## src/rtl/ppu_pkg.sv

```systemverilog
`default_nettype none
// ============================================================================
//  Module      : ppu_pkg
//  Description : Shared PPU constants and the serializer state encoding.
//                Holds the default visible raster size, the backdrop palette
//                index, and the group FIFO entry width.
//  Revision    : 1.0 - initial release
// ============================================================================
package ppu_pkg;

   localparam int PPU_H_PIXELS = 256;
   localparam int PPU_V_LINES  = 240;

   localparam logic [7:0] BACKDROP_IDX = 8'h00;

   // One group = eight 8-bit palette indices plus the sprite-0 hit qualifier
   localparam int GROUP_PIX_W = 64;
   localparam int GROUP_W     = GROUP_PIX_W + 1;

   typedef enum logic [1:0] {
      ST_IDLE   = 2'd0,
      ST_ACTIVE = 2'd1,
      ST_DONE   = 2'd2
   } ser_state_e;

endpackage : ppu_pkg
`default_nettype wire

```

## src/rtl/pixel_group_fifo.sv

```systemverilog
`default_nettype none
// ============================================================================
//  Module      : pixel_group_fifo
//  Description : Synchronous FIFO for pixel groups with synchronous flush.
//                Read data is the current head (show-ahead).
//  Ports       : clk, rst_n       - clock, async active-low reset
//                flush_i          - empty the FIFO this cycle (wins over push/pop)
//                push_i/wr_data_i - write one entry (ignored when full)
//                pop_i            - discard head (ignored when empty)
//                rd_data_o        - head entry
//                count_o, full_o, empty_o - occupancy status (registered)
//  Revision    : 1.0 - initial release
// ============================================================================
module pixel_group_fifo #(
   parameter int WIDTH = 65,
   parameter int DEPTH = 4
) (
   input  logic                     clk,
   input  logic                     rst_n,
   input  logic                     flush_i,
   input  logic                     push_i,
   input  logic [WIDTH-1:0]         wr_data_i,
   input  logic                     pop_i,
   output logic [WIDTH-1:0]         rd_data_o,
   output logic [$clog2(DEPTH):0]   count_o,
   output logic                     full_o,
   output logic                     empty_o
);

   localparam int AW = $clog2(DEPTH);
   localparam int CW = AW + 1;
   localparam logic [CW-1:0] C_DEPTH = CW'(DEPTH);

   logic [WIDTH-1:0] mem_q [DEPTH];
   logic [AW-1:0]    wr_ptr_q, wr_ptr_d;
   logic [AW-1:0]    rd_ptr_q, rd_ptr_d;
   logic [CW-1:0]    count_q,  count_d;

   logic w_push;
   logic w_pop;

   assign full_o    = (count_q == C_DEPTH);
   assign empty_o   = (count_q == '0);
   assign count_o   = count_q;
   assign rd_data_o = mem_q[rd_ptr_q];

   assign w_push = push_i && !full_o  && !flush_i;
   assign w_pop  = pop_i  && !empty_o && !flush_i;

   always_comb begin
      wr_ptr_d = wr_ptr_q;
      rd_ptr_d = rd_ptr_q;
      count_d  = count_q;
      if (flush_i) begin
         wr_ptr_d = '0;
         rd_ptr_d = '0;
         count_d  = '0;
      end else begin
         // Pointers wrap naturally because DEPTH is a power of two
         if (w_push) wr_ptr_d = wr_ptr_q + 1'b1;
         if (w_pop)  rd_ptr_d = rd_ptr_q + 1'b1;
         if (w_push && !w_pop)      count_d = count_q + 1'b1;
         else if (w_pop && !w_push) count_d = count_q - 1'b1;
      end
   end

   always_ff @(posedge clk or negedge rst_n) begin
      if (!rst_n) begin
         wr_ptr_q <= '0;
         rd_ptr_q <= '0;
         count_q  <= '0;
      end else begin
         wr_ptr_q <= wr_ptr_d;
         rd_ptr_q <= rd_ptr_d;
         count_q  <= count_d;
      end
   end

   // Storage needs no reset: occupancy is tracked by the pointers
   always_ff @(posedge clk) begin
      if (w_push) mem_q[wr_ptr_q] <= wr_data_i;
   end

endmodule : pixel_group_fifo
`default_nettype wire

```

## src/rtl/pixel_line_serializer.sv

```systemverilog
`default_nettype none
// ============================================================================
//  Module      : pixel_line_serializer
//  Description : Buffers 8-pixel groups and serializes them one pixel per
//                dot-enable into the visible raster, tracking X/Y, emitting
//                line/frame markers and sticky sprite-0-hit/underflow flags.
//  Ports       : clk, rst_n                 - clock, async active-low reset
//                frame_start                - begin (or restart) a frame
//                grp_valid/grp_ready        - group handshake
//                grp_pixels/grp_sprite0_hit - group payload (slot 7 leftmost)
//                pix_en                     - dot enable
//                pix_valid/pix_data/pix_x/pix_y/line_end/frame_end
//                                           - registered pixel output
//                sprite0_hit_flag, underflow_flag - sticky status
//  Revision    : 1.0 - initial release
// ============================================================================
module pixel_line_serializer
   import ppu_pkg::*;
#(
   parameter int FIFO_DEPTH = 4,
   parameter int H_PIXELS   = PPU_H_PIXELS,
   parameter int V_LINES    = PPU_V_LINES
) (
   input  logic        clk,
   input  logic        rst_n,
   input  logic        frame_start,
   input  logic        grp_valid,
   output logic        grp_ready,
   input  logic [63:0] grp_pixels,
   input  logic        grp_sprite0_hit,
   input  logic        pix_en,
   output logic        pix_valid,
   output logic [7:0]  pix_data,
   output logic [7:0]  pix_x,
   output logic [7:0]  pix_y,
   output logic        line_end,
   output logic        frame_end,
   output logic        sprite0_hit_flag,
   output logic        underflow_flag
);

   localparam int CW = $clog2(FIFO_DEPTH) + 1;
   localparam logic [7:0] C_LAST_X = 8'(H_PIXELS - 1);
   localparam logic [7:0] C_LAST_Y = 8'(V_LINES - 1);

   ser_state_e state_q, state_d;

   logic [GROUP_W-1:0] w_head;
   logic [CW-1:0]      w_fifo_count;
   logic               w_fifo_full;
   logic               w_fifo_empty;

   logic w_active, w_emit, w_boundary, w_push, w_pop, w_last_x, w_last_y;

   // Remaining pixels of the current span, left-aligned so [63:56] is next
   logic [63:0] shift_q, shift_d;
   logic [2:0]  slot_q,  slot_d;
   logic [7:0]  x_q, x_d;
   logic [7:0]  y_q, y_d;

   logic       pix_valid_q, pix_valid_d;
   logic [7:0] pix_data_q,  pix_data_d;
   logic [7:0] pix_x_q,     pix_x_d;
   logic [7:0] pix_y_q,     pix_y_d;
   logic       line_end_q,  line_end_d;
   logic       frame_end_q, frame_end_d;
   logic       s0_flag_q,   s0_flag_d;
   logic       uf_flag_q,   uf_flag_d;

   assign w_active   = (state_q == ST_ACTIVE);
   assign w_emit     = w_active && pix_en && !frame_start;
   assign w_boundary = (slot_q == 3'd0);
   assign w_last_x   = (x_q == C_LAST_X);
   assign w_last_y   = (y_q == C_LAST_Y);

   // Ready uses the registered full flag, so a push never meets a pop at full
   assign grp_ready = w_active && !w_fifo_full && !frame_start;
   assign w_push    = grp_valid && grp_ready;
   assign w_pop     = w_emit && w_boundary && !w_fifo_empty;

   pixel_group_fifo #(
      .WIDTH (GROUP_W),
      .DEPTH (FIFO_DEPTH)
   ) u_fifo (
      .clk       (clk),
      .rst_n     (rst_n),
      .flush_i   (frame_start),
      .push_i    (w_push),
      .wr_data_i ({grp_sprite0_hit, grp_pixels}),
      .pop_i     (w_pop),
      .rd_data_o (w_head),
      .count_o   (w_fifo_count),
      .full_o    (w_fifo_full),
      .empty_o   (w_fifo_empty)
   );

   // ---------------------------------------------------------------- FSM
   always_comb begin
      state_d = state_q;
      if (frame_start) begin
         state_d = ST_ACTIVE;
      end else if (w_emit && w_last_x && w_last_y) begin
         state_d = ST_DONE;
      end
   end

   always_ff @(posedge clk or negedge rst_n) begin
      if (!rst_n) state_q <= ST_IDLE;
      else        state_q <= state_d;
   end

   // ------------------------------------------------- shifter and raster
   always_comb begin
      shift_d     = shift_q;
      slot_d      = slot_q;
      x_d         = x_q;
      y_d         = y_q;
      pix_valid_d = 1'b0;
      pix_data_d  = pix_data_q;
      pix_x_d     = pix_x_q;
      pix_y_d     = pix_y_q;
      line_end_d  = 1'b0;
      frame_end_d = 1'b0;
      s0_flag_d   = s0_flag_q;
      uf_flag_d   = uf_flag_q;

      if (frame_start) begin
         shift_d   = '0;
         slot_d    = '0;
         x_d       = '0;
         y_d       = '0;
         s0_flag_d = 1'b0;
         uf_flag_d = 1'b0;
      end else if (w_emit) begin
         pix_valid_d = 1'b1;
         pix_x_d     = x_q;
         pix_y_d     = y_q;
         line_end_d  = w_last_x;
         frame_end_d = w_last_x && w_last_y;

         if (w_boundary) begin
            slot_d = 3'd7;
            if (w_fifo_empty) begin
               // Starved span: the whole span shows backdrop, nothing is lost
               pix_data_d = BACKDROP_IDX;
               shift_d    = {8{BACKDROP_IDX}};
               uf_flag_d  = 1'b1;
            end else begin
               pix_data_d = w_head[63:56];
               shift_d    = {w_head[55:0], 8'h00};
               if (w_head[64]) s0_flag_d = 1'b1;
            end
         end else begin
            slot_d     = slot_q - 3'd1;
            pix_data_d = shift_q[63:56];
            shift_d    = {shift_q[55:0], 8'h00};
         end

         if (w_last_x) begin
            x_d = '0;
            y_d = w_last_y ? 8'd0 : y_q + 8'd1;
         end else begin
            x_d = x_q + 8'd1;
         end
      end
   end

   always_ff @(posedge clk or negedge rst_n) begin
      if (!rst_n) begin
         shift_q     <= '0;
         slot_q      <= '0;
         x_q         <= '0;
         y_q         <= '0;
         pix_valid_q <= 1'b0;
         pix_data_q  <= '0;
         pix_x_q     <= '0;
         pix_y_q     <= '0;
         line_end_q  <= 1'b0;
         frame_end_q <= 1'b0;
         s0_flag_q   <= 1'b0;
         uf_flag_q   <= 1'b0;
      end else begin
         shift_q     <= shift_d;
         slot_q      <= slot_d;
         x_q         <= x_d;
         y_q         <= y_d;
         pix_valid_q <= pix_valid_d;
         pix_data_q  <= pix_data_d;
         pix_x_q     <= pix_x_d;
         pix_y_q     <= pix_y_d;
         line_end_q  <= line_end_d;
         frame_end_q <= frame_end_d;
         s0_flag_q   <= s0_flag_d;
         uf_flag_q   <= uf_flag_d;
      end
   end

   assign pix_valid        = pix_valid_q;
   assign pix_data         = pix_data_q;
   assign pix_x            = pix_x_q;
   assign pix_y            = pix_y_q;
   assign line_end         = line_end_q;
   assign frame_end        = frame_end_q;
   assign sprite0_hit_flag = s0_flag_q;
   assign underflow_flag   = uf_flag_q;

endmodule : pixel_line_serializer
`default_nettype wire

```

## config.mk

```make
export PLATFORM = sky130hd
export DESIGN_NAME = pixel_line_serializer
export DESIGN_NICKNAME = d
export VERILOG_FILES = /design/src/rtl/ppu_pkg.sv /design/src/rtl/pixel_group_fifo.sv /design/src/rtl/pixel_line_serializer.sv
export SDC_FILE = /design/constraint.sdc
export NUM_CORES = 1
export LEC_CHECK = 0
export CORE_MARGIN = 10
export CORE_UTILIZATION = 43
export CTS_CLUSTER_SIZE = 20
export DETAILED_ROUTE_END_ITERATION = 10
export HOLD_SLACK_MARGIN = 0.12
export PLACE_DENSITY = 0.6
export SYNTH_ARGS = -nofsm -noshare
export SYNTH_HDL_FRONTEND = slang
export SYNTH_HIERARCHICAL = 1
export SYNTH_SLANG_ARGS = --single-unit
```

## constraint.sdc

```tcl
create_clock -name clk -period 9.1 [get_ports clk]
set_clock_uncertainty 0.15 [all_clocks]
set_input_delay 0.91 -clock clk [delete_from_list [all_inputs] [get_ports clk]]
set_output_delay 0.91 -clock clk [all_outputs]
set_load 0.03 [all_outputs]
```

=== After elaboration in Yosys (flattened, before gate mapping) ===
Memory sizes are Yosys's and may differ from the RTL's.
Index checks and enable logic that the tools add are counted.

* Add/sub/neg operators: 7
* Equal/unequal tests: 5
* Mux-type cells: 42
* Bitwise logic cells: 1
* Reductions and logical operators: 36

{| class="wikitable"
|+ Operator list
! cell !! count
|-
| 64-bit two-way mux || 4
|-
| 8-bit two-way mux || 9
|-
| 3-bit two-way mux || 6
|-
| 1-bit two-way mux || 17
|-
| 8-bit by 1-bit adder with 8-bit output, second input constant || 2
|-
| 8-bit == test, second input constant || 2
|-
| 1-bit logical AND || 16
|-
| 2-bit nonzero test || 8
|-
| 2-bit two-way mux || 6
|-
| 3-bit logical NOT || 2
|-
| 3-bit by 1-bit subtractor with 3-bit output, second input constant || 2
|-
| 1-bit logical NOT || 5
|-
| 2-bit by 1-bit adder with 2-bit output, second input constant || 2
|-
| 2-bit AND reduction || 2
|-
| 4-bit AND reduction || 1
|-
| 3-bit by 1-bit adder with 3-bit output, second input constant || 1
|-
| 3-bit == test, second input constant || 1
|-
| 3-bit AND reduction || 1
|-
| 3-bit nonzero test || 1
|-
| 2-bit by 1-bit == test with 1-bit output, second input constant || 1
|-
| 2-bit != test, second input constant || 1
|-
| 1-bit NOT || 1
|}

* Flip-flop bits (word level): 121
* Bits in writable memories: 260
* Bits of input ports: 70
* Output and inout port bits: 30
* Logic and storage cells: 108
* Memories kept: 1

{| class="wikitable"
|+ Memory list
! name !! depth !! width !! read ports !! clocked after memory_dff !! write ports !! RTL line !! source
|-
| u_fifo.mem_q || 4 || 65 || 1 || 0 || 1 || pixel_group_fifo.sv:34 || <nowiki>logic [WIDTH-1:0] mem_q [DEPTH];</nowiki>
|}

=== Longest topological paths before layout ===
Gate-level depths: netlist of the first run.

* Word-level depth: 12
* Depth in mapped cells: 13

=== Modules after synthesis ===
The synthesis of the first run kept the hierarchy.

{| class="wikitable"
|+ By module, submodules not included
! module !! times used !! cells each !! area each (um^2) !! seq. area each (um^2)
|-
| pixel_group_fifo || 1 || 400 || 9939.5 || 7982.7
|-
| pixel_line_serializer || 1 || 452 || 4799.6 || 2652.5
|}

=== Worst setup path before layout of the first run ===
Ideal clock, no wire load.

* Path type: input to register
* Start point: input port frame_start
* End point: memory u_fifo.mem_q[0][0] (enable)
* Data arrival time: 4532 ps
* Required time: 8520 ps
* Slack: 3988 ps
* Stages: 6
* Path buffers: 1
* Path through: buf_2 -> nor4b_1 -> and2_1 -> inv_1 -> nor3_1 -> and2_1

* Cells in the longest elaborated chain, start to end: 7

{| class="wikitable"
|+ RTL lines
! element !! RTL line !! source
|-
| start, declared || pixel_line_serializer.sv:26 || <nowiki>input logic frame_start,</nowiki>
|-
| 1-bit logical NOT || pixel_line_serializer.sv:77 || <nowiki>assign grp_ready = w_active && !w_fifo_full && !frame_start;</nowiki>
|-
| 1-bit logical AND || pixel_line_serializer.sv:77 ||
|-
| via grp_ready || pixel_line_serializer.sv:28 || <nowiki>output logic grp_ready,</nowiki>
|-
| 1-bit logical AND || pixel_line_serializer.sv:78 || <nowiki>assign w_push = grp_valid && grp_ready;</nowiki>
|-
| via w_push || pixel_line_serializer.sv:53 || <nowiki>logic w_active, w_emit, w_boundary, w_push, w_pop, w_last_x, w_last_y;</nowiki>
|-
| 1-bit logical AND (2 in series) || pixel_group_fifo.sv:47 || <nowiki>assign w_push = push_i && !full_o && !flush_i;</nowiki>
|-
| 1-bit two-way mux || pixel_group_fifo.sv:81 || <nowiki>if (w_push) mem_q[wr_ptr_q] <= wr_data_i;</nowiki>
|-
| 1-bit two-way mux (not written as such) || pixel_group_fifo.sv:81 ||
|-
| end, declared || pixel_group_fifo.sv:34 ||
|}

The timed path passes the listed nets, and every way through them passes these cells.

=== Worst setup path in the final report of the first run ===
* Start point: input port pix_en
* End point: register u_fifo.count_q[2], in the netlist u_fifo/count_o[2]

* Cells in the longest elaborated chain, start to end: 10

{| class="wikitable"
|+ RTL lines
! element !! RTL line !! source
|-
| start, declared || pixel_line_serializer.sv:31 || <nowiki>input logic pix_en,</nowiki>
|-
| 1-bit logical AND * (2 in series) || pixel_line_serializer.sv:71 || <nowiki>assign w_emit = w_active && pix_en && !frame_start;</nowiki>
|-
| 1-bit logical AND * (2 in series) || pixel_line_serializer.sv:79 || <nowiki>assign w_pop = w_emit && w_boundary && !w_fifo_empty;</nowiki>
|-
| 1-bit logical AND * (2 in series) || pixel_group_fifo.sv:48 || <nowiki>assign w_pop = pop_i && !empty_o && !flush_i;</nowiki>
|-
| 1-bit logical NOT || pixel_group_fifo.sv:62 || <nowiki>if (w_push && !w_pop) count_d = count_q + 1'b1;</nowiki>
|-
| 1-bit logical AND || pixel_group_fifo.sv:62 ||
|-
| 3-bit two-way mux || pixel_group_fifo.sv:62 ||
|-
| 3-bit two-way mux || pixel_group_fifo.sv:54 || <nowiki>if (flush_i) begin</nowiki>
|-
| end signal, assigned || pixel_group_fifo.sv:75 || <nowiki>count_q <= count_d;</nowiki>
|-
| end, declared || pixel_group_fifo.sv:37 || <nowiki>logic [CW-1:0] count_q, count_d;</nowiki>
|}

Every way passes the cells marked *; elsewhere a longest branch is shown, timed or not.
A chain may end at the register's enable or synchronous reset.

==> results.txt, run 1 <==
* Outcome: completed
* Share of synthesized area occupied by flip-flops and latches: between 70% and 80%
- Combined global-route utilization of all metal layers: between 10% and 20%
- Power spread over the standard cell area amounts to about 220 nW/um^2.
- Drt total wl: between 30000 and 40000 um
- Avg WL per Cell: about 22 um
* Fraction of the cycle the final worst path needs: 41.5%
- Number of primary I/O pins: 100
- The smallest clock period supported by the final layout is computed as around 3.8 ns.
- # hold bufs at CTS: 0
- The first global-routing pass estimated ~48000 um of wire.
* Origin of the critical flop-to-flop path: u_fifo/count_o[2]$_DFFE_PN0P_
- Number of H-tree levels: 2
- Post-synthesis instance total: 852
* Most instantiated flip-flop cell in the synthesis netlist: sky130_fd_sc_hd__edfxtp_1
- Relative to the synthesized area, the layout overhead comes to 18.5%.
- After detailed routing, the number of vias per cell comes to 5.43.
- Timing would allow up to approximately 260 MHz.
* Number of inserted diodes: 0
* Synth unique cells: 55
- Post-place setup slack: roughly 4.8 ns
- Across the run, the number of max-cap violations was 0.
* Clock latency reported for the late side of the worst-skew pair: ~0.52 ns
- Counting flops and latches in the post-synthesis netlist gives about 370.
- Critical path required time: around 9.4 ns
- Entering global routing, the biggest net connects 76 pins.
* Length in cells of the worst reg-to-reg path: 7
- HPWL after detailed placement: 17400 um
- The number of nets handed over by synthesis was between 900 and 1000.
- Kind of end point of the critical path: flop
- Before antenna repair, the detailed router went through 4 iterations.
- Final-stage net count: roughly 1000
* Number of DRC markers in iteration 0: between 400 and 500
- For this run, design rule violations remaining after detail routing come to 0.
- Buffers inserted by post-CTS timing repair: 0
- In the layout the commonest cells are sky130_fd_sc_hd__edfxtp_1 (260), sky130_fd_sc_hd__dfrtp_1 (111), sky130_fd_sc_hd__clkdlybuf4s50_1 (97).
- The number of global-route vias before repair came to ~8200.
- For this run the aggregate overflow at the end of global routing stands at 0.
- At the pin with the least slew margin, the transition time is 1.06 ns.
* Fill cells: between 2000 and 3000
* Area of the multi-input gates: between 3000 and 4000 um^2
- Number of max-slew violations in the final report: 0
- Synthesis warning total: 6
- Layout cells sized above 1: around a fifth
- The tightest hold path in the finished design has a slack of between 0.2 and 0.3 ns.
- Of all nets on the critical path, the largest fanout is 63.
- The initial utilization of the core area, before any placement, comes to between 40% and 50%.
- The die is 205 um wide.
- Async S/R FF share, synth: between 30% and 40%
- After clock tree synthesis, the clock-pin slew on the worst setup and hold paths is 0.06 ns.
- Number of core rows: between 60 and 70
- In this run the worst hold path is classified as input port to asynchronous set/reset pin.
* Summed instance area of the synthesized netlist: around 15000 um^2
* Number of enable-type register cells in the synthesized netlist: between 200 and 300
- TritonCTS built the clock tree.
- Core footprint: between 30000 and 40000 um^2
- The library cell used most frequently in the layout, excluding fill and tap cells, is sky130_fd_sc_hd__edfxtp_1.
- Number of buffers created by CTS: 39
- Clock Tree Buf Depth: 3
* Launching instance or port of the critical path: pix_en
* Final Hold Vio Count: 0
- In this run the clock root is driven by a sky130_fd_sc_hd__clkbuf_16.
* Remaining antenna violation count: 0
- Synthesized area per cell: 17.3 um^2
- Setup total negative slack: 0 ns
- Crit Path Class: input port to flop
- FF/Latch Area: ~11000 um^2
* Final core utilization: 51.8%
- Cells resized by post-CTS repair: 0
- Die outline area: 42100 um^2
- Detailed routing inserted a total of roughly 7800 vias.
* RSZ-0062 raised after global routing: false
* Leakage: roughly 6.3 nW
- For the worst setup path, the data arrival time is between 4 and 5 ns.
- The worst setup path is launched from an input port.
- Measured against its own limit, the worst slew margin works out to about 29%.
- Across all setup checks in the final design, the least slack found is approximately 5.3 ns.
- Clock sink total: between 300 and 400
- Max VDD drop: about 0.17 mV
- Final setup violating endpoints: 0
- Die Height: ~200 um
- Buffers on Ports: 99
- Initial antenna violation count: 0
* Weighted congestion reported at the end of routability-driven placement: 0.723
-- metal layers --
layer	vias to the layer above	GRT usage, %	wire (um)
met4	0	3.89	611
met1	3987	19.7	13600
met3	51	2.75	1450
li1	3545	-	-
met2	168	24.1	15200
met5	-	0	0
-- where the power goes --
part	switching (W)	leakage [nW]	total [W]	internal (W)
sequential	0.0000234	3.88	0.00188	0.00186
combinational	0.000133	1.68	0.000220	0.0000868
clock	0.000646	0.695	0.00171	0.00106
-- Yosys cell counts (4+ instances only) --
cell type                  count  share of area (%)
sky130_fd_sc_hd__nor3b_1      11               0.56
sky130_fd_sc_hd__a22o_1        8               0.48
sky130_fd_sc_hd__xor2_1        8               0.48
sky130_fd_sc_hd__edfxtp_1    260                 53
sky130_fd_sc_hd__nor2_1       34               0.87
sky130_fd_sc_hd__a22oi_1      39                2.0
sky130_fd_sc_hd__ha_1          8               0.68
sky130_fd_sc_hd__buf_2        18               0.61
sky130_fd_sc_hd__buf_6        10               0.76
sky130_fd_sc_hd__dfrtp_1     113                 19
sky130_fd_sc_hd__inv_1         8               0.20
sky130_fd_sc_hd__and2_1        9               0.38
sky130_fd_sc_hd__nand3_1      49                1.7
sky130_fd_sc_hd__nor3_1       13               0.44
sky130_fd_sc_hd__or3_1         4               0.17
sky130_fd_sc_hd__o21ai_0       9               0.31
sky130_fd_sc_hd__a21oi_1      30                1.0
sky130_fd_sc_hd__buf_4         8               0.41
sky130_fd_sc_hd__and3_1        6               0.25
sky130_fd_sc_hd__nand2_1      56                1.4
sky130_fd_sc_hd__a22oi_2       6               0.51
sky130_fd_sc_hd__a211oi_1      4               0.20
sky130_fd_sc_hd__mux4_2       65                9.9
sky130_fd_sc_hd__clkbuf_1     18               0.46
sky130_fd_sc_hd__mux2_2       18                1.4
-- cell type report --
class / count / area share, %
inverter: 8 / 0.172
clock inverter: 24 / 1.72
tap: 448 / 3.21
clock buffer: 47 / 6.29
sequential: 373 / 60.9
multi-input combinational: 416 / 21.5
timing repair buffer: 111 / 6.15
-- path summary, 6_finish.rpt --
kind,end,slack [ns]
setup / recovery,u_fifo/count_o[2]$_DFFE_PN0P_,5.32
hold / removal,pix_data[7]$_DFFE_PN0P_,0.27
setup reg to reg,u_fifo/mem_q[0][35]$_DFFE_PP_,5.57
hold reg to reg,shift_q[31]$_DFFE_PN0P_,0.35
max in group asynchronous,u_fifo/rd_ptr_q[0]$_DFFE_PN0P_,7.10
min in group clk,shift_q[31]$_DFFE_PN0P_,0.35
-- cell families (layout without fill, tap and decap cells) --
| logic type | Yosys count | in the layout | synth area share (%) |
|---|---|---|---|
| buffers and inverters | 63 | 190 | 2.47 |
| DFF | 373 | 373 | 72.2 |
| xor gates and xnor gates | 8 | 8 | 0.475 |
| muxes | 85 | 85 | 11.4 |
| AOI/OAI and AO/OA | 115 | 115 | 5.68 |
| and+or+nand+nor | 199 | 199 | 6.96 |
| adders and majority gates | 9 | 9 | 0.815 |
-- through the flow --
| stage | total power, W | std cells | cell area, um^2 |
|---|---|---|---|
| finish | 0.00381 | 1427 | 17500 |
| global route | 0.00394 | 1427 | 17500 |
| CTS | 0.00386 | 1427 | 17500 |
| detailed placement | 0.00214 | 1356 | 16100 |
| global placement | 0.00214 | 1356 | 16100 |
| floorplan | 0.00203 | 852 | 14700 |
-- critical path, stage by stage --
cell                              delay [ns]
sky130_fd_sc_hd__clkdlybuf4s50_1        0.55
sky130_fd_sc_hd__nand3b_4               0.21
sky130_fd_sc_hd__nor4_4                 0.24
sky130_fd_sc_hd__buf_4                  0.64
sky130_fd_sc_hd__o21a_1                 0.26
sky130_fd_sc_hd__nor4_1                 0.07
sky130_fd_sc_hd__fa_1                   0.49
sky130_fd_sc_hd__a21bo_2                0.24
sky130_fd_sc_hd__a311oi_1               0.26
sky130_fd_sc_hd__o311a_1                0.20
-- state kept, by name, summed over array words and instances, names as in the netlist, 3 cells and up --
| name | flops |
|---|---|
| u_fifo/mem_q | 260 |
| shift_q | 56 |
| pix_data | 8 |
| pix_x | 8 |
| pix_y | 8 |
| x_q | 8 |
| y_q | 8 |
| slot_q | 3 |
| u_fifo/count_o | 3 |
Power figures use the tool's default switching activity.
==> run 2, diff against run 1 <==
Settings changed: PLACE_DENSITY 0.6 to 0.63.
Clock period 9.1 ns to 3.35 ns, I/O delays scaled along.
==> run 2 against run 1 <==
  * Critical path depth fell by 1
  * Routed wire length shrank 2.4%
  * Sequential power rose to 2.7 times the previous value
  * Via count up 1.7%
  * Cell area grew 0.86%
  * Combinational power increased to 2.8 times the previous value
==> results.txt, run 2 (same netlist as run 1, synthesis figures left out) <==
- Number of DRC markers in iteration 0: 535 (+20%)
* Fill cells: 2723 (-0.77%)
- The number of buffers inserted during clock tree synthesis was 39 (unchanged).
* Initial antenna violation count: 0 (unchanged)
* Cells resized by post-CTS repair: 0 (unchanged)
- Standard cell with the maximum stage delay on the critical path: sky130_fd_sc_hd__dfrtp_1
- Flip-flop count of the largest register after layout: 260 (unchanged)
- Worst-path clk slew: 0.06 ns (about the same)
* Combined global-route utilization of all metal layers: 14.3% (-0.34 points)
* Total power after layout: 0.00986 W (+160%)
- Worst-margin pin slew: 0.785 ns (-0.279 ns)
- Pre-Repair DR Iteration Count: 5 (+1)
- # hold bufs at CTS: 1 (+1)
- The total half-perimeter wirelength after legalization and detailed placement was 19100 um (+9.5%).
- The worst setup path is launched from a flop.
* Final-stage net count: 1047 (+1.8%)
* RSZ-0062 raised after global routing: false
* Drt total wl: 30000 um (-2.4%)
- Kind of end point of the critical path: flop
- Avg WL per Cell: 20.8 um (-3.6%)
* Critical path required time: 3.66 ns (-5.75 ns)
* Max cap viols: 0 (unchanged)
- The post-CTS setup repair buffer count is 0 (unchanged).
* Crit Path Class: flop to flop
- The die area is 42100 um^2 (unchanged).
- The routed design could run at a clock period as short as between 3 and 4 ns.
* Via density: 5.45 (+0.41%)
- The level count of the clock H-tree came to 2 (unchanged).
* Die Height: 205 um (unchanged)
* Starting density of the core: 43.7% (unchanged)
* Weighted congestion reported at the end of routability-driven placement: 0.777 (+7.4%)
- The delay of the slowest cell on the worst path came to 0.51 ns (-0.13 ns).
- Grt ovf: 0 (unchanged)
* Setup total negative slack: 0 ns (unchanged)
* First-pass GRT wire length: 47300 um (-2.4%)
- The root buffer cell chosen for the clock tree is sky130_fd_sc_hd__clkbuf_16.
- Ordered cell list for the critical path: nor3b_2 > nor4b_2 > and2_1 > inv_1 > nor4_1 > fa_1 > a21bo_2 > a311oi_1 > o311a_1
- Leaving out fill and tap cells, the most frequent cell in the layout is sky130_fd_sc_hd__edfxtp_1.
- Synthesis-to-layout area growth: 19.5%
- The power per unit of standard cell area came to 560 nW/um^2 (+160%).
- The area used by multi-input combinational logic came to 3770 um^2 (+0.17%).
* Number of core rows: 67 (unchanged)
- The maximum vdd ir drop came to 0.357 mV (+110%).
- The critical path arrival came to 3.32 ns (-0.77 ns).
- Of the available clock period, the critical path in the final layout requires between 80% and 90%.
- The final number of hold-violating endpoints came to 0 (unchanged).
- The detailed-route via count is 7881 (+1.7%).
* Remaining antenna violation count: 0 (unchanged)
- The clock latency at the later pin of the worst-skew pair is 0.53 ns (about the same).
- Largest net degree at the start of global routing: 71 (-6.6%)
- Relative slew slack: 47.7% (+19 points)
* Maximum achievable frequency: around 330 MHz
* Layout cells sized above 1: 19.7% (+0.56 points)
- The maximum fanout along the worst path is 9 (-86%).
- Clock sink total: 373 (unchanged)
- The flow ran to the end, and the final reports show no timing, DRC or antenna violations.
* Clock Tree Buf Depth: 3 (unchanged)
- The number of global-route vias before repair came to 8150 (-0.24%).
* Post-route DRC violation count: 0 (unchanged)
- The antenna cell count came to 0 (unchanged).
* Core footprint: 33700 um^2 (unchanged)
- Leakage: 6.31 nW (+0.78%)
- The max-slew violation total from the final report is 0 (unchanged).
- Most frequent cells in the layout: sky130_fd_sc_hd__edfxtp_1 (260), sky130_fd_sc_hd__dfrtp_1 (111), sky130_fd_sc_hd__clkdlybuf4s50_1 (97)
- Leading registers by flop count: u_fifo/mem_q: 260 flops, shift_q: 56 flops
* Instance count after placement with tap cells included: 1374 (+1.3%)
* Number of standard cells in the final layout excluding fillers: 1445 (+1.3%)
- Die Width: 205 um (unchanged)
- Counting flops per register, the top entry is u_fifo/mem_q.
* Buffers on Ports: 99 (unchanged)
* FF/Latch Area: 10600 um^2 (unchanged)
- Final setup violating endpoints: 0 (unchanged)
- TritonCTS built the clock tree.
* Type of the tightest min-delay check: input port to flop
- Number of primary I/O pins: 100 (unchanged)
-- run 2: path summary, 6_finish.rpt --
kind	slack, ns	start	cells after the start	end
hold reg to reg	0.34	shift_q[43]$_DFFE_PN0P_	2	shift_q[51]$_DFFE_PN0P_
min in group asynchronous	0.29	rst_n	2	shift_q[56]$_DFFE_PN0P_
max in group asynchronous	1.97	rst_n	3	shift_q[11]$_DFFE_PN0P_
setup reg to reg	0.34	u_fifo/count_o[2]$_DFFE_PN0P_	9	u_fifo/count_o[2]$_DFFE_PN0P_
hold / removal	0.20	frame_start	3	y_q[0]$_DFFE_PN0P_
setup / recovery	0.34	u_fifo/count_o[2]$_DFFE_PN0P_	9	u_fifo/count_o[2]$_DFFE_PN0P_
-- run 2: cell type report --
cell class	instances	share of cell area, %
clock buffer	61	6.47
multi-input combinational	416	21.4
timing repair buffer	130	7.84
sequential	373	60.4
inverter	8	0.170
tap	448	3.18
clock inverter	9	0.540
-- run 2: routing by layer --
metal,vias to the layer above,global-route usage (%),part of all wire [%]
li1,3575,-,-
met1,4054,19.2,44
met2,201,23.8,49
met3,51,2.51,5.0
met4,0,3.73,1.9
met5,-,0,0
-- run 2: per-stage QoR --
step                hold slack [ns]  utilization (%)  instance area, um^2  setup slack [ns]
global route                  0.212             52.3                17600             0.185
floorplan                    -0.111                -                14800            -0.129
CTS                           0.196             52.3                17600             0.363
global placement              0.320             48.6                16400             0.362
detailed placement            0.325             48.6                16400             0.337
finish                        0.201             52.3                17600             0.340
-- run 2: worst max-delay path, delay by kind of cell (launching register included) --
family / cells / cell delay, ns
adder cells (fa/ha/maj): 1 / 0.46
flip-flops: 1 / 0.51
buffers and inverters: 1 / 0.19
AND/OR/NAND/NOR: 4 / 0.93
AO/OA/AOI/OAI: 3 / 0.71
-- run 2: power by group --
part,switching (W),leakage (nW),internal (W)
clock network,0.00170,0.607,0.00243
logic,0.000367,1.82,0.000255
registers,0.0000600,3.88,0.00505
==> run 3, diff against run 2 <==
Settings changed: CTS_BUF_LIST set to sky130_fd_sc_hd__clkbuf_16.
==> run 3 against run 2 <==
  * Combinational power barely moved
  * Routed wire length about the same
  * Maximum frequency increased by 0.67%
==> results.txt, run 3 (same netlist as run 1, synthesis figures left out) <==
* Critical path required time: 3.41 ns (-0.25 ns)
- Via density: 5.46 (about the same)
* Number of buffers created by CTS: 39 (unchanged)
- Die Height: 205 um (unchanged)
* Avg WL per Cell: 20.8 um (about the same)
- Max VDD drop: 0.354 mV (-0.88%)
- Weighted congestion reported at the end of routability-driven placement: 0.777 (unchanged)
* Fill cells: 2726 (+0.11%)
* First-pass GRT wire length: 47200 um (-0.18%)
* Ordered cell list for the critical path: nor3b_2 > nor4b_2 > and2_1 > inv_1 > nor3_1 > and2_2 > buf_12
- Grt ovf: 0 (unchanged)
- Summed area of non-filler cells in the final layout: 17500 um^2 (-0.46%)
- Outcome: completed
- Leaving out fill and tap cells, the most frequent cell in the layout is sky130_fd_sc_hd__edfxtp_1.
- Number of inserted diodes: 0 (unchanged)
- The most critical setup path has its endpoint at u_fifo/mem_q[0][57]$_DFFE_PP_.
- Origin of the critical flop-to-flop path: u_fifo/count_o[2]$_DFFE_PN0P_
- The floorplan row count is 67 (unchanged).
* Final setup violating endpoints: 0 (unchanged)
* Number of primary I/O pins: 100 (unchanged)
- The number of global-route vias before repair is 8134 (-0.20%).
- CTS root buffer: sky130_fd_sc_hd__clkbuf_16
- Number of max-slew violations in the final report: 0 (unchanged)
- The number of I/O port buffers is 99 (unchanged).
- The number of DRC violations after detailed-routing iteration 0 was 522 (-2.4%).
- The worst setup path is captured at a flop.
* Length in cells of the worst reg-to-reg path: 7 (-2)
- The number of sinks handled by clock tree synthesis came to 373 (unchanged).
- The slew at the pin closest to its max-slew limit was 0.793 ns (+0.00790 ns).
- The standard cell core area came to 33700 um^2 (unchanged).
- Setup total negative slack: 0 ns (unchanged)
- Worst-path clk slew: 0.06 ns (about the same)
- In this run the worst setup path begins at u_fifo/count_o[2]$_DFFE_PN0P_.
* Clock Tree Buf Depth: 3 (unchanged)
- Relative to the synthesized area, the layout overhead comes to 19.0%.
* Pre-Repair DR Iteration Count: 5 (unchanged)
- The clock latency at the later pin of the worst-skew pair is 0.52 ns (about the same).
- Max cap viols: 0 (unchanged)
- The largest registers in the layout are u_fifo/mem_q: 260 flops, shift_q: 56 flops.
- Crit Path Class: flop to flop
- Remaining antenna violation count: 0 (unchanged)
- The number of remaining DRC errors came to 0 (unchanged).
* Vias: 7883 (+0.025%)
- The highest attainable clock frequency was 334 MHz (+0.67%).
- Total power divided by cell area: 549 nW/um^2 (-1.9%)
- Fraction of the cycle the final worst path needs: 89.3% (-0.59 points)
* Startpoint kind of the worst setup timing path: flop
- Layout cells sized above 1: 19.0% (-0.70 points)
- Leakage: 6.33 nW (+0.33%)
- Total power after layout: 0.00963 W (-2.3%)
- The post-detailed-routing wire length is 30000 um (about the same).
- The effective utilization at floorplan came to 43.7% (unchanged).
- The minimum setup slack in the final design is 0.360 ns (+0.0199 ns).
* Worst hold slack across all endpoints: 0.202 ns (+0.000359 ns)
- The net count reported at finish was 1047 (unchanged).
* Die outline area: 42100 um^2 (unchanged)
- Combined global-route utilization of all metal layers: 14.3% (-0.021 points)
- Final Hold Vio Count: 0 (unchanged)
- Data arrival time at the worst-slack endpoint: 3.05 ns (-0.27 ns)
- TritonCTS built the clock tree.
- The worst register-to-register path ends at u_fifo/mem_q[0][57]$_DFFE_PP_.
* Number of H-tree levels: 2 (unchanged)
- RSZ-0062 raised after global routing: false
- The maximum fanout along the worst path came to 20 (+11).
- Post-place setup slack: 0.337 ns (unchanged)
- The largest individual stage delay along the critical path comes from the cell sky130_fd_sc_hd__and2_2.
- Largest net degree at the start of global routing: 71 (unchanged)
- Flip-flop count of the largest register after layout: 260 (unchanged)
- Most frequent cells in the layout: sky130_fd_sc_hd__edfxtp_1 (260), sky130_fd_sc_hd__dfrtp_1 (111), sky130_fd_sc_hd__clkdlybuf4s50_1 (97)
* Minimum period implied by the final worst setup slack: 2.99 ns (-0.0199 ns)
* Type of the tightest min-delay check: input port to flop
- Largest register by flop count: u_fifo/mem_q
- Slack of the worst reg-to-reg path: 0.36 ns (+0.02 ns)
- The number of antenna violations at the first check in global routing is 0 (unchanged).
* Placed instance area: 16400 um^2 (unchanged)
* Die Width: 205 um (unchanged)
- The headroom to the max-slew limit is 47.1% (-0.53 points).
- HPWL after detailed placement: 19100 um (unchanged)
- The delay of the slowest cell on the worst path is 0.49 ns (-0.02 ns).
## run 3: cell count changes in the layout (fill, tap and decap cells not counted)
cell | previous run | this run
sky130_fd_sc_hd__clkinv_1 | 2 | 6
sky130_fd_sc_hd__inv_1 | 8 | 23
sky130_fd_sc_hd__clkbuf_8 | 7 | 0
sky130_fd_sc_hd__clkbuf_4 | 3 | 0
sky130_fd_sc_hd__clkbuf_1 | 12 | 0
sky130_fd_sc_hd__inv_2 | 0 | 3
## run 3: worst min path at each step
| stage | slack (ns) | endpoint | depth (start not counted) | start |
|---|---|---|---|---|
| 2_1_floorplan | -0.11 | frame_end$_DFF_PN0_ | 0 | rst_n |
| 3_3_place_gp | 0.32 | pix_valid$_DFF_PN0_ | 1 | rst_n |
| 3_5_place_dp | 0.32 | shift_q[51]$_DFFE_PN0P_ | 2 | shift_q[43]$_DFFE_PN0P_ |
| 4_1_cts | 0.20 | x_q[6]$_DFFE_PN0P_ | 3 | frame_start |
| 5_1_grt | 0.21 | y_q[6]$_DFFE_PN0P_ | 3 | frame_start |
| 6_report | 0.20 | y_q[0]$_DFFE_PN0P_ | 3 | frame_start |
## run 3: worst max-delay path, delay by kind of cell (launching register included)
| kind | cells | cell delay, ns |
|---|---|---|
| buf+inv | 2 | 0.41 |
| flops | 1 | 0.48 |
| simple gates | 5 | 1.62 |
## run 3: repair_timing
action	in CTS	in global routing
buffers inserted	0	0
setup endpoints to repair	0	0
endpoints found under the hold margin	54	0
hold buffers	1	0
gates resized for setup	0	0
## run 3: final cells by class
class | instances | area [um^2] | area share [%]
Clock buffer | 39 | 976 | 5.57
Clock inverter | 31 | 178 | 1.01
Inverter | 8 | 30.0 | 0.171
Multi-Input combinational cell | 416 | 3770 | 21.5
Sequential cell | 373 | 10600 | 60.7
Tap cell | 448 | 561 | 3.20
Timing Repair Buffer | 130 | 1380 | 7.88
## run 3: metal layers
| layer | up-vias | GRT usage, % | share of wire (%) |
|---|---|---|---|
| met5 | - | 0 | 0 |
| met4 | 0 | 3.73 | 1.9 |
| met3 | 50 | 2.51 | 4.7 |
| met2 | 184 | 23.8 | 49 |
| met1 | 4069 | 19.1 | 44 |
| li1 | 3580 | - | - |
## run 3: metrics by stage
step / cells / util, %
floorplan: 852 / -
global placement: 1374 / 48.6
detailed placement: 1374 / 48.6
CTS: 1445 / 52.0
global route: 1445 / 52.0
finish: 1445 / 52.0
## run 3: power breakdown
group / total, W / internal, W / switching [W]
clock network: 0.00390 / 0.00220 / 0.00170
registers: 0.00511 / 0.00505 / 0.0000600
logic: 0.000622 / 0.000255 / 0.000367
total: 0.00963 / 0.00750 / 0.00213
